File: config.mk
export PLATFORM = sky130hd
export DESIGN_NAME = disp_mode_ctrl
export DESIGN_NICKNAME = d
export VERILOG_FILES = /design/src/rtl/disp_mode_ctrl.sv
export SDC_FILE = /design/constraint.sdc
export NUM_CORES = 1
export LEC_CHECK = 0
export CORE_MARGIN = 2
export CORE_UTILIZATION = 44
export DETAILED_ROUTE_END_ITERATION = 8
export GPL_ROUTABILITY_DRIVEN = 0
export GPL_TIMING_DRIVEN = 0
export PLACE_DENSITY = 0.83
export SLEW_MARGIN = 20
export SYNTH_ARGS = -nofsm -noshare
export SYNTH_HDL_FRONTEND = slang
export SYNTH_SLANG_ARGS = --single-unit
File: constraint.sdc
create_clock -name clk -period 2.25 [get_ports clk]
set_clock_uncertainty 0.15 [all_clocks]
set_input_delay 0.45 -clock clk [delete_from_list [all_inputs] [get_ports clk]]
set_output_delay 0.45 -clock clk [all_outputs]
set_load 0.005 [all_outputs]
File: src/rtl/disp_mode_ctrl.sv
// -----------------------------------------------------------------------------
// disp_mode_ctrl
//
// Phase sequencer and owner of the four-digit value bus that feeds the
// SevSeg_4digit driver. Three phases share the digits:
//   ENTRY    - the player programs a 4-digit target, one hex digit per write
//   RUN      - digits track the live 16-bit game counter
//   FINISHED - digits freeze on the final count, optionally blinking
// The programmed target is exported to the game logic. Every output is driven
// from a register (or is a constant), so input-to-output latency is one cycle.
//
// Optional feature macro: DISP_BLINK_EN
//   defined   - FINISHED blinks the whole display every BLINK_DIV cycles
//   undefined - no blink counter is built, blank is constant 4'b0000
//
// Parameters:
//   BLINK_DIV  clk cycles per blink half-period in FINISHED (>= 2)
//
// Ports:
//   clk        in   1   system clock, rising edge
//   rst_n      in   1   asynchronous active-low reset
//   wr_en      in   1   digit write strobe, honoured only in ENTRY
//   wr_loc     in   2   digit index for the write, 0 = rightmost
//   wr_value   in   4   hex value written to digit wr_loc
//   start      in   1   start the game (ENTRY -> RUN)
//   finish     in   1   end the game (RUN -> FINISHED)
//   clear      in   1   back to ENTRY, wipe entry digits and target
//   counter    in   16  live game counter
//   dig0..dig3 out  4   digit values to the display, dig0 = rightmost
//   blank      out  4   per-digit blank mask, 1 = dark
//   mode       out  2   phase (00 ENTRY, 01 RUN, 10 FINISHED); this is the
//                       FSM state register itself
//   target     out  16  programmed value {entry3,entry2,entry1,entry0}
//
// Handshake: start/finish/clear are level-sampled strobes with no ready
// return; holding one for several cycles repeats a no-op transition, so a
// long pulse behaves as a single event. Priority is clear > start > finish.
// -----------------------------------------------------------------------------
module disp_mode_ctrl #(
  parameter int BLINK_DIV = 25_000_000
) (
  input  logic        clk,
  input  logic        rst_n,
  input  logic        wr_en,
  input  logic [1:0]  wr_loc,
  input  logic [3:0]  wr_value,
  input  logic        start,
  input  logic        finish,
  input  logic        clear,
  input  logic [15:0] counter,
  output logic [3:0]  dig0,
  output logic [3:0]  dig1,
  output logic [3:0]  dig2,
  output logic [3:0]  dig3,
  output logic [3:0]  blank,
  output logic [1:0]  mode,
  output logic [15:0] target
);

  typedef enum logic [1:0] {
    ST_ENTRY = 2'b00,
    ST_RUN   = 2'b01,
    ST_FIN   = 2'b10
  } state_t;

  state_t           r_state;
  state_t           w_state_next;
  logic [3:0][3:0]  r_entry;
  logic [3:0][3:0]  w_entry_next;
  logic [3:0][3:0]  r_dig;
  logic [3:0][3:0]  w_dig_next;

  // ---------------------------------------------------------------------------
  // FSM: state register
  // ---------------------------------------------------------------------------
  always_ff @(posedge clk or negedge rst_n) begin
    if (!rst_n) begin
      r_state <= ST_ENTRY;
    end else begin
      r_state <= w_state_next;
    end
  end

  // FSM: next state. clear overrides everything; 2'b11 recovers to ENTRY.
  always_comb begin
    w_state_next = r_state;
    if (clear) begin
      w_state_next = ST_ENTRY;
    end else begin
      case (r_state)
        ST_ENTRY: if (start)  w_state_next = ST_RUN;
        ST_RUN:   if (finish) w_state_next = ST_FIN;
        ST_FIN:   w_state_next = ST_FIN;
        default:  w_state_next = ST_ENTRY;
      endcase
    end
  end

  // ---------------------------------------------------------------------------
  // Entry digits. A write in the same cycle as start still lands because the
  // write is qualified by the current state, not the next one.
  // ---------------------------------------------------------------------------
  always_comb begin
    w_entry_next = r_entry;
    if (clear) begin
      w_entry_next = '0;
    end else if (r_state == ST_ENTRY && wr_en) begin
      w_entry_next[wr_loc] = wr_value;
    end
  end

  always_ff @(posedge clk or negedge rst_n) begin
    if (!rst_n) begin
      r_entry <= '0;
    end else begin
      r_entry <= w_entry_next;
    end
  end

  // ---------------------------------------------------------------------------
  // Display digits. In ENTRY the post-write entry value is loaded so a write
  // shows one cycle later. RUN loads the counter every cycle, which also
  // captures the final count on the edge that samples finish. FINISHED holds.
  // ---------------------------------------------------------------------------
  always_comb begin
    w_dig_next = r_dig;
    if (clear) begin
      w_dig_next = '0;
    end else begin
      case (r_state)
        ST_ENTRY: w_dig_next = w_entry_next;
        ST_RUN:   w_dig_next = counter;
        ST_FIN:   w_dig_next = r_dig;
        default:  w_dig_next = '0;
      endcase
    end
  end

  always_ff @(posedge clk or negedge rst_n) begin
    if (!rst_n) begin
      r_dig <= '0;
    end else begin
      r_dig <= w_dig_next;
    end
  end

  // ---------------------------------------------------------------------------
  // Blink generation
  // ---------------------------------------------------------------------------
`ifdef DISP_BLINK_EN
  localparam int                CNT_W   = $clog2(BLINK_DIV);
  localparam logic [CNT_W-1:0]  CNT_MAX = CNT_W'(BLINK_DIV - 1);

  logic [CNT_W-1:0] r_blink_cnt;
  logic             r_blink_on;

  // The counter only runs while staying in FINISHED; the entering edge and
  // any other phase hold it at zero with the display lit, so the first
  // visible period is a full BLINK_DIV cycles.
  always_ff @(posedge clk or negedge rst_n) begin
    if (!rst_n) begin
      r_blink_cnt <= '0;
      r_blink_on  <= 1'b0;
    end else if (r_state == ST_FIN && w_state_next == ST_FIN) begin
      if (r_blink_cnt == CNT_MAX) begin
        r_blink_cnt <= '0;
        r_blink_on  <= ~r_blink_on;
      end else begin
        r_blink_cnt <= r_blink_cnt + CNT_W'(1);
      end
    end else begin
      r_blink_cnt <= '0;
      r_blink_on  <= 1'b0;
    end
  end

  assign blank = {4{r_blink_on}};
`else
  // Steady display; BLINK_DIV has no hardware to size.
  logic w_unused_blink_div;
  assign w_unused_blink_div = (BLINK_DIV < 2);
  assign blank = 4'b0000;
`endif

  // ---------------------------------------------------------------------------
  // Outputs
  // ---------------------------------------------------------------------------
  assign mode   = r_state;
  assign target = r_entry;
  assign dig0   = r_dig[0];
  assign dig1   = r_dig[1];
  assign dig2   = r_dig[2];
  assign dig3   = r_dig[3];

endmodule

==> flow_metrics.tcl <==
set metrics [dict create \
    status "finished, final reports clean" \
    finalCritPeriodShare_pct 86.9 \
    antenna_found_initial 0 \
    detail-route-antenna-nets 0 \
    port_buffers 60 \
    hpwl_mm 3.26 \
    drv_cap 0 \
    synth.area.top_cells "dfrtp_1 (47%), and3b_1 (7.8%), o32ai_2 (6.3%)" \
    finalMaxSlewViolations 0 \
    fillers 329 \
    power_mw 1.57 \
    final.setup.tns_ps 0 \
    synth.avg_cell_area_um2 11.5 \
    first_iter_violations 38 \
    cts_htree_levels 2 \
    dr.pass1.iters 4 \
    dieWidth_um 67.9 \
    regArea_um2 851 \
    rsz0062_at_grt "no" \
    wire_per_inst_um 15.9 \
    finalWirelength_mm 4.45 \
    grt_max_degree 22 \
    ys_seq_area_share_pct 47.4 \
    clk_pin_slew_ps 70 \
    clock_sinks 34 \
    critPathLaunchType "flip-flop" \
    die_area_um2 4610 \
    clock-root-buffer "clkbuf_8" \
    worst-path-max-fanout 10 \
    vias 1498 \
    ys_warn_count 0 \
    setup_viol 0 \
    instances_no_fill 279 \
    fin_nets 259 \
    grt_pass1_vias 1486 \
    vias_per_cell 5.37 \
    drc 0 \
    leakagePower_nw 1.12 \
    endpoint_kind "flip-flop" \
    cts_tree "yes" \
    diodes 0 \
    grt_remaining_overflow 0 \
    utilization_pct 65.3 \
    synth_cells 156 \
    fp.dieH_um 67.9 \
    final_cell_area_um2 2590 \
    clockBufferDepth 2 \
    hold_viol_final 0 \
    io_pins 66 \
    worstMarginPinSlew_ps 519 \
    track_usage_pct 20.9 \
    max_freq_mhz 512 \
    powerDensity_nw_per_um2 607 \
    drive_gt1_share_pct 14.4 \
    cts_buffers 5 \
    min_period_ps 1950 \
    cts_setup_buffers 0 \
    syn_area_um2 1800 \
    synth_cell_types 32 \
    critical_path_class "flip-flop to flip-flop" \
    place_area_um2 2490 \
    core_um2 3970 \
    slew_headroom_pct 65.4 \
    arrival_ps 2010 \
    synth-seq-cells 34 \
    placed_cells 270 \
    area.growth.synth_to_final_pct 44.5 \
    start_util_pct 45.2 \
    synth_top_cell_by_area "dfrtp_1" \
    insertion_delay_ps 280 \
    critPathRequiredTime_ps 2300 \
    multiInputGateArea_um2 790 \
    min_path_type "primary input to flip-flop" \
    grt_pass1_wl_mm 7.05 \
    yosysTopAreaCellShare_pct 47.4 \
    placementRows 23 \
    peakVddDrop_v 0.000324 \
]
==> path summary, 6_finish.rpt <==
check	slack (ps)	endpoint	from	cells after the start
hold reg to reg	370	target[14]$_DFF_PN0_	target[14]$_DFF_PN0_	2
setup reg to reg	300	dig0[3]$_DFFE_PN0P_	mode[0]$_DFFE_PN0P_	6
hold / removal	290	target[0]$_DFF_PN0_	clear	2
max in group asynchronous	1050	dig1[1]$_DFFE_PN0P_	rst_n	3
min in group asynchronous	470	mode[1]$_DFFE_PN0P_	rst_n	2
setup / recovery	300	dig0[3]$_DFFE_PN0P_	mode[0]$_DFFE_PN0P_	6
==> cells in the final DEF (no fill, tap or decap), types with 2 or more instances in the layout <==
cell | Yosys | routed
o32ai_1 | 4 | 4
and4b_4 | 2 | 2
buf_2 | 2 | 3
and3b_1 | 16 | 16
a21oi_1 | 18 | 18
a2bb2oi_1 | 4 | 4
clkdlybuf4s50_1 | 0 | 59
conb_1 | 1 | 4
clkbuf_1 | 3 | 4
dfrtp_1 | 34 | 34
buf_4 | 6 | 6
o22ai_1 | 4 | 4
nand2b_1 | 3 | 3
clkbuf_8 | 1 | 7
ha_1 | 3 | 3
inv_1 | 18 | 18
o2bb2ai_1 | 12 | 12
nand4b_1 | 4 | 4
o32ai_2 | 7 | 7
==> critical path, cell delays in order, from the launching register on <==
cell	delay, ps
dfrtp_1	420
inv_1	100
ha_1	270
buf_4	220
clkbuf_1	420
a21oi_1	130
o2bb2ai_1	170
==> metal layers <==
metal	routed length, um	GRT usage [%]	share of wire (%)
met4	53	8.00	1.2
met5	0	0	0
met1	1950	27.0	44
met3	331	4.61	7.4
met2	2110	34.4	47
==> where the power goes <==
part	leakage (nW)	internal [mW]	switching (mW)	total, mW
combinational	0.606	0.229	0.209	0.438
sequential	0.467	0.652	0.0249	0.676
clock	0.0482	0.247	0.212	0.459
total	1.12	1.13	0.447	1.57
==> cells in the mapped netlist, drive strengths merged <==
cell / n
a211oi: 1
a21o: 1
a21oi: 18
a2bb2oi: 4
a41oi: 1
and3b: 16
and4b: 2
buf: 10
clkbuf: 4
conb: 1
dfrtp: 34
ha: 3
inv: 19
nand2: 1
nand2b: 3
nand3: 1
nand4b: 4
nor3: 1
nor4bb: 1
o22ai: 4
o2bb2ai: 12
o32ai: 12
or2: 1
or2b: 1
or3: 1
==> cell families (layout without fill, tap and decap cells) <==
kind of cell,after synthesis,after routing,synth area share [%]
AO/OA/AOI/OAI,53,53,25.4
adder cells (fa/ha/maj),3,3,2.09
buffers and inverters,33,103,9.27
flip-flops,34,34,47.4
other,1,4,0.209
AND/OR/NAND/NOR,32,32,15.7
==> area by class of cell <==
class,count,area share [%]
buffer,14,3.67
clock buffer,7,3.33
clock inverter,1,0.193
multi-input combinational,92,30.4
tap,50,2.41
timing repair buffer,62,24.4
sequential,34,32.8
inverter,19,2.75
==> flip-flops by register name, summed over array words and instances, names as in the netlist <==
name / cells
target: 16
mode: 2
dig2: 4
dig0: 4
dig3: 4
dig1: 4
==> through the flow <==
step | hold WS (ps) | worst slack (ps)
floorplan | 4.41 | 634
global placement | 346 | -75.1
detailed placement | 231 | 183
CTS | 278 | 281
global route | 297 | 122
finish | 294 | 296
==> what timing repair did <==
action / CTS / global route
hold endpoints to repair: 13 / 0
hold buffers: 1 / 0
gates resized for setup: 0 / 0
Note: power is estimated with default switching activity, not from simulation.
